### src/rtl/axis_data_router_pkg.sv
// Shared types and constants for the AXI4-Stream 1-to-2 data router.
package axis_data_router_pkg;

    typedef enum logic {
        PASS  = 1'b0,
        DRAIN = 1'b1
    } state_t;

    localparam logic ROUTE_M0     = 1'b0;
    localparam logic ROUTE_M1     = 1'b1;
    localparam int   BEAT_COUNT_W = 32;

endpackage

### src/rtl/axis_data_router_out_slice.sv
// One-entry AXI4-Stream register slice: load and unload in the same cycle
// replace the held beat without a bubble.
module axis_out_slice #(
    parameter int DATA_WIDTH = 16
) (
    input  logic                  aclk,
    input  logic                  aresetn,
    input  logic                  load,
    input  logic [DATA_WIDTH-1:0] load_data,
    input  logic                  load_last,
    output logic [DATA_WIDTH-1:0] tdata,
    output logic                  tvalid,
    output logic                  tlast,
    input  logic                  tready
);

    logic [DATA_WIDTH-1:0] data_p0;
    logic                  last_p0;
    logic                  vld_p0;

    // Stage p0: the single holding register presented on the output
    always_ff @(posedge aclk or negedge aresetn) begin
        if (!aresetn) begin
            data_p0 <= '0;
            last_p0 <= 1'b0;
            vld_p0  <= 1'b0;
        end else if (load) begin
            data_p0 <= load_data;
            last_p0 <= load_last;
            vld_p0  <= 1'b1;
        end else if (tready) begin
            vld_p0  <= 1'b0;
        end
    end

    assign tdata  = data_p0;
    assign tlast  = last_p0;
    assign tvalid = vld_p0;

endmodule

### src/rtl/axis_data_router.sv
// Routes one AXI4-Stream input to m0 or m1; the route only changes between
// packets once the old output slice has drained.
// Optional per-output beat counters: define AXIS_DATA_ROUTER_BEAT_COUNT_EN.
module axis_data_router
    import axis_data_router_pkg::*;
#(
    parameter int DATA_WIDTH = 16
) (
    input  logic                    aclk,
    input  logic                    aresetn,
    input  logic                    sel,
    input  logic [DATA_WIDTH-1:0]   s_axis_tdata,
    input  logic                    s_axis_tvalid,
    input  logic                    s_axis_tlast,
    output logic                    s_axis_tready,
    output logic [DATA_WIDTH-1:0]   m0_axis_tdata,
    output logic                    m0_axis_tvalid,
    output logic                    m0_axis_tlast,
    input  logic                    m0_axis_tready,
    output logic [DATA_WIDTH-1:0]   m1_axis_tdata,
    output logic                    m1_axis_tvalid,
    output logic                    m1_axis_tlast,
    input  logic                    m1_axis_tready,
    output logic                    active_route
`ifdef AXIS_DATA_ROUTER_BEAT_COUNT_EN
    ,
    output logic [BEAT_COUNT_W-1:0] beat_count0,
    output logic [BEAT_COUNT_W-1:0] beat_count1
`endif
);

    state_t state_q, state_d;
    logic   route_q, route_d;
    logic   in_packet_q;
    logic   switch_req;
    logic   cur_tvalid, cur_tready, cur_free;
    logic   accept, load0, load1;

    assign cur_tvalid = (route_q == ROUTE_M1) ? m1_axis_tvalid : m0_axis_tvalid;
    assign cur_tready = (route_q == ROUTE_M1) ? m1_axis_tready : m0_axis_tready;
    // Current slice can take a beat if empty or emptying this cycle
    assign cur_free   = !cur_tvalid || cur_tready;
    assign switch_req = (sel != route_q) && !in_packet_q;

    always_comb begin
        state_d       = state_q;
        route_d       = route_q;
        s_axis_tready = 1'b0;
        case (state_q)
            PASS: begin
                s_axis_tready = aresetn && !switch_req && cur_free;
                if (switch_req) state_d = DRAIN;
            end
            DRAIN: begin
                if (sel == route_q) begin
                    state_d = PASS;
                end else if (cur_free) begin
                    route_d = sel;
                    state_d = PASS;
                end
            end
            default: state_d = PASS;
        endcase
    end

    assign accept = s_axis_tvalid && s_axis_tready;
    assign load0  = accept && (route_q == ROUTE_M0);
    assign load1  = accept && (route_q == ROUTE_M1);

    always_ff @(posedge aclk or negedge aresetn) begin
        if (!aresetn) begin
            state_q     <= PASS;
            route_q     <= ROUTE_M0;
            in_packet_q <= 1'b0;
        end else begin
            state_q <= state_d;
            route_q <= route_d;
            if (accept) in_packet_q <= !s_axis_tlast;
        end
    end

    assign active_route = route_q;

    axis_out_slice #(.DATA_WIDTH(DATA_WIDTH)) u_slice0 (
        .aclk      (aclk),
        .aresetn   (aresetn),
        .load      (load0),
        .load_data (s_axis_tdata),
        .load_last (s_axis_tlast),
        .tdata     (m0_axis_tdata),
        .tvalid    (m0_axis_tvalid),
        .tlast     (m0_axis_tlast),
        .tready    (m0_axis_tready)
    );

    axis_out_slice #(.DATA_WIDTH(DATA_WIDTH)) u_slice1 (
        .aclk      (aclk),
        .aresetn   (aresetn),
        .load      (load1),
        .load_data (s_axis_tdata),
        .load_last (s_axis_tlast),
        .tdata     (m1_axis_tdata),
        .tvalid    (m1_axis_tvalid),
        .tlast     (m1_axis_tlast),
        .tready    (m1_axis_tready)
    );

`ifdef AXIS_DATA_ROUTER_BEAT_COUNT_EN
    // Counters wrap naturally at 2^BEAT_COUNT_W
    always_ff @(posedge aclk or negedge aresetn) begin
        if (!aresetn) begin
            beat_count0 <= '0;
            beat_count1 <= '0;
        end else begin
            if (m0_axis_tvalid && m0_axis_tready) beat_count0 <= beat_count0 + BEAT_COUNT_W'(1);
            if (m1_axis_tvalid && m1_axis_tready) beat_count1 <= beat_count1 + BEAT_COUNT_W'(1);
        end
    end
`endif

endmodule

### config.mk
export PLATFORM = sky130hd
export DESIGN_NAME = axis_data_router
export DESIGN_NICKNAME = d
export VERILOG_FILES = /design/src/rtl/axis_data_router_pkg.sv /design/src/rtl/axis_data_router_out_slice.sv /design/src/rtl/axis_data_router.sv
export SDC_FILE = /design/constraint.sdc
export NUM_CORES = 1
export LEC_CHECK = 0
export CORE_ASPECT_RATIO = 1.75
export CORE_MARGIN = 10
export CORE_UTILIZATION = 43
export DETAILED_ROUTE_END_ITERATION = 8
export PLACE_DENSITY = 0.82
export SYNTH_ARGS = -nofsm -noshare
export SYNTH_HDL_FRONTEND = slang
export SYNTH_SLANG_ARGS = --single-unit
### constraint.sdc
create_clock -name aclk -period 2.3 [get_ports aclk]
set_input_delay 0.46 -clock aclk [delete_from_list [all_inputs] [get_ports aclk]]
set_output_delay 0.46 -clock aclk [all_outputs]
set_load 0.02 [all_outputs]
==> flow_summary.json <==
{
  "finalCriticalPeriod_ns": 2.07,
  "slew-limit-headroom": 0.697,
  "die_y_um": 100,
  "ant_nets": 0,
  "crit_buf_inv": 1,
  "core-area_sq_um": 3590,
  "critPathTopFamily": "simple AND/OR/NAND/NOR gates",
  "num_rows": 29,
  "finalClockSkew_ns": 0.00955,
  "fmax_mhz": 484,
  "drive_gt1_frac": 0.343,
  "p_leak_nw": 1.04,
  "final_cell_mix": "57 x clkdlybuf4s50_1, 39 x dfrtp_1, 33 x mux2_2",
  "grt_use_total": 0.124,
  "synth_top_area_frac": 0.616,
  "seq_area_frac_synth": 0.616,
  "die_width_um": 65.9,
  "final_common_cell": "clkdlybuf4s50_1",
  "status": "finished clean",
  "synthesis.area_sq_um": 1580,
  "hold_path.class": "input pin to async pin",
  "final_cells": 221,
  "place.gp.congestion": 0.813,
  "synth_cells": 98,
  "final_nets": 197,
  "antenna_found_initial": 0,
  "path_cells": "or3b_4 > and2_1 > and4bb_2 > buf_4",
  "rsz0062_at_grt": "false",
  "worstPathRequired_ns": 1.84,
  "slowest_delay_ns": 0.40,
  "hold_viol": 0,
  "drcViolationCount": 0,
  "ios": 61,
  "port-buffer-count": 60,
  "first_global_vias": 1256,
  "cp_slowest_cell": "or3b_4",
  "drtIter0Drc": 36,
  "cp.arrival_ns": 1.61,
  "cp_max_fo": 2,
  "wl_mm": 3.92,
  "ctsHtreeMaxLevel": 2,
  "dp_cells": 213,
  "powerDensity_nw_per_um2": 1450,
  "clk_pin_slew_ns": 0.08,
  "vias": 1086,
  "synth.top_cells.by_area": "dfrtp_1 62%, mux2_2 23%, nor4b_4 1.5%",
  "min_period_over_period": 0.899,
  "num_antenna_cells": 0,
  "start_util": 0.441,
  "cts_hold_buf": 0,
  "gr-total-overflow": 0,
  "cts.path.max_buffers": 2,
  "tns_ns": 0,
  "cts_root_buf": "clkbuf_8",
  "synth_area_per_cell_sq_um": 16.2,
  "maxCapViolCount": 0,
  "grt_pass1_wl_mm": 6.34,
  "startpoint_type": "register",
  "worst_setup_path_end_kind": "output pin",
  "ys_ff_latch": 39,
  "drv_slew": 0,
  "worstSkewPairLatency_ns": 0.29,
  "grt_max_degree": 21,
  "synth_nets": 121,
  "setup_viol": 0,
  "clock_sinks": 39,
  "cts_made_buffers": 5,
  "tightestPinTransition_ns": 0.450,
  "ir_worst_vdd_uv": 905,
  "ys_warn_count": 0,
  "firstDrtPassIters": 3,
  "yosysTopAreaCell": "dfrtp_1",
  "cts_tree": "done",
  "die_area_sq_um": 6610,
  "cts_setup_buffers": 0,
  "holdWs_ns": 0.221,
  "crit_type": "register to output pin",
  "area_growth_pct": 53.0,
  "ys_types": 26,
  "via_per_inst": 4.91,
  "dp_hpwl_mm": 3.19,
  "wl_per_cell_um": 17.7,
  "final_util": 0.675
}
[final timing paths]
check | start | to | slack, ns | depth (start not counted)
worst max-delay path | active_route | s_axis_tready | 0.23 | 4
worst min-delay path | aresetn | u_slice0.tvalid | 0.22 | 2
worst max register to register | state_q | u_slice0.tdata[15] | 0.65 | 4
worst min register to register | u_slice1.tdata[7] | u_slice1.tdata[7] | 0.49 | 1
max in group asynchronous | aresetn | u_slice1.tdata[14] | 1.87 | 2
min in group aclk | u_slice1.tdata[7] | u_slice1.tdata[7] | 0.49 | 1
[stage by stage]
stage | power, mW | worst slack [ns] | instance area [sq um]
after global placement | 2.94 | -0.319 | 2300
after CTS | 3.58 | 0.0458 | 2420
after global routing | 3.72 | 0.161 | 2420
after detailed placement | 3.00 | -0.328 | 2300
final | 3.52 | 0.232 | 2420
after floorplan | 2.08 | 0.375 | 1580
[state kept, by name, summed over array words and instances, names as in the netlist]
signal           cells
state_q              1
u_slice0.tvalid      1
u_slice1.tvalid      1
active_route         1
in_packet_q          1
u_slice0.tlast       1
u_slice0.tdata      16
u_slice1.tlast       1
u_slice1.tdata      16
[logic make-up (layout without fill, tap and decap cells)]
logic type | after synthesis | count (layout) | share of synthesized area
flops | 39 | 39 | 0.616
simple gates | 14 | 14 | 0.0877
buf+inv | 3 | 80 | 0.0150
compound gates | 6 | 6 | 0.0269
xor+xnor | 1 | 1 | 0.00553
mux | 35 | 35 | 0.249
[cells in the mapped netlist]
cell type,count
and2b_1,1
nor2b_1,2
nand2b_1,1
buf_2,1
mux2_2,33
dfrtp_1,39
and4bb_2,1
buf_4,1
o21bai_1,1
nand3b_1,1
nor2_1,1
buf_6,1
xnor2_1,1
a31oi_1,1
nand3_1,1
and2_1,1
nand3b_4,1
and3b_1,1
nor4b_4,1
nor3_4,1
o21ai_0,1
or3b_1,1
a41oi_1,1
o31ai_1,1
mux2_1,2
a211oi_1,1
[final cells by class]
class                           count  area, sq um
Multi-Input combinational cell     56          587
Tap cell                           46         57.6
Fill cell                         252         1170
Clock buffer                        6         82.6
Sequential cell                    39          976
Timing Repair Buffer               72          686
Clock inverter                      2         35.0
[power by group]
| part | leakage [nW] | internal (mW) | switching (mW) |
|---|---|---|---|
| Clock | 0.0612 | 0.351 | 0.225 |
| Sequential | 0.471 | 1.02 | 0.182 |
| Combinational | 0.504 | 0.941 | 0.801 |
[per-layer routing]
layer	vias to the layer above	wire length (um)	GRT usage
met5	-	0	0
met4	0	42	0.0546
met3	4	253	0.0368
met2	32	2270	0.228
met1	547	1360	0.121
li1	503	-	-
[repair_timing]
item                                    4_1_cts  5_1_grt
endpoints found under the setup margin        1        1
hold endpoints to repair                      0        0
gates resized for setup                       4        3
(Power assumes the default switching activity.)
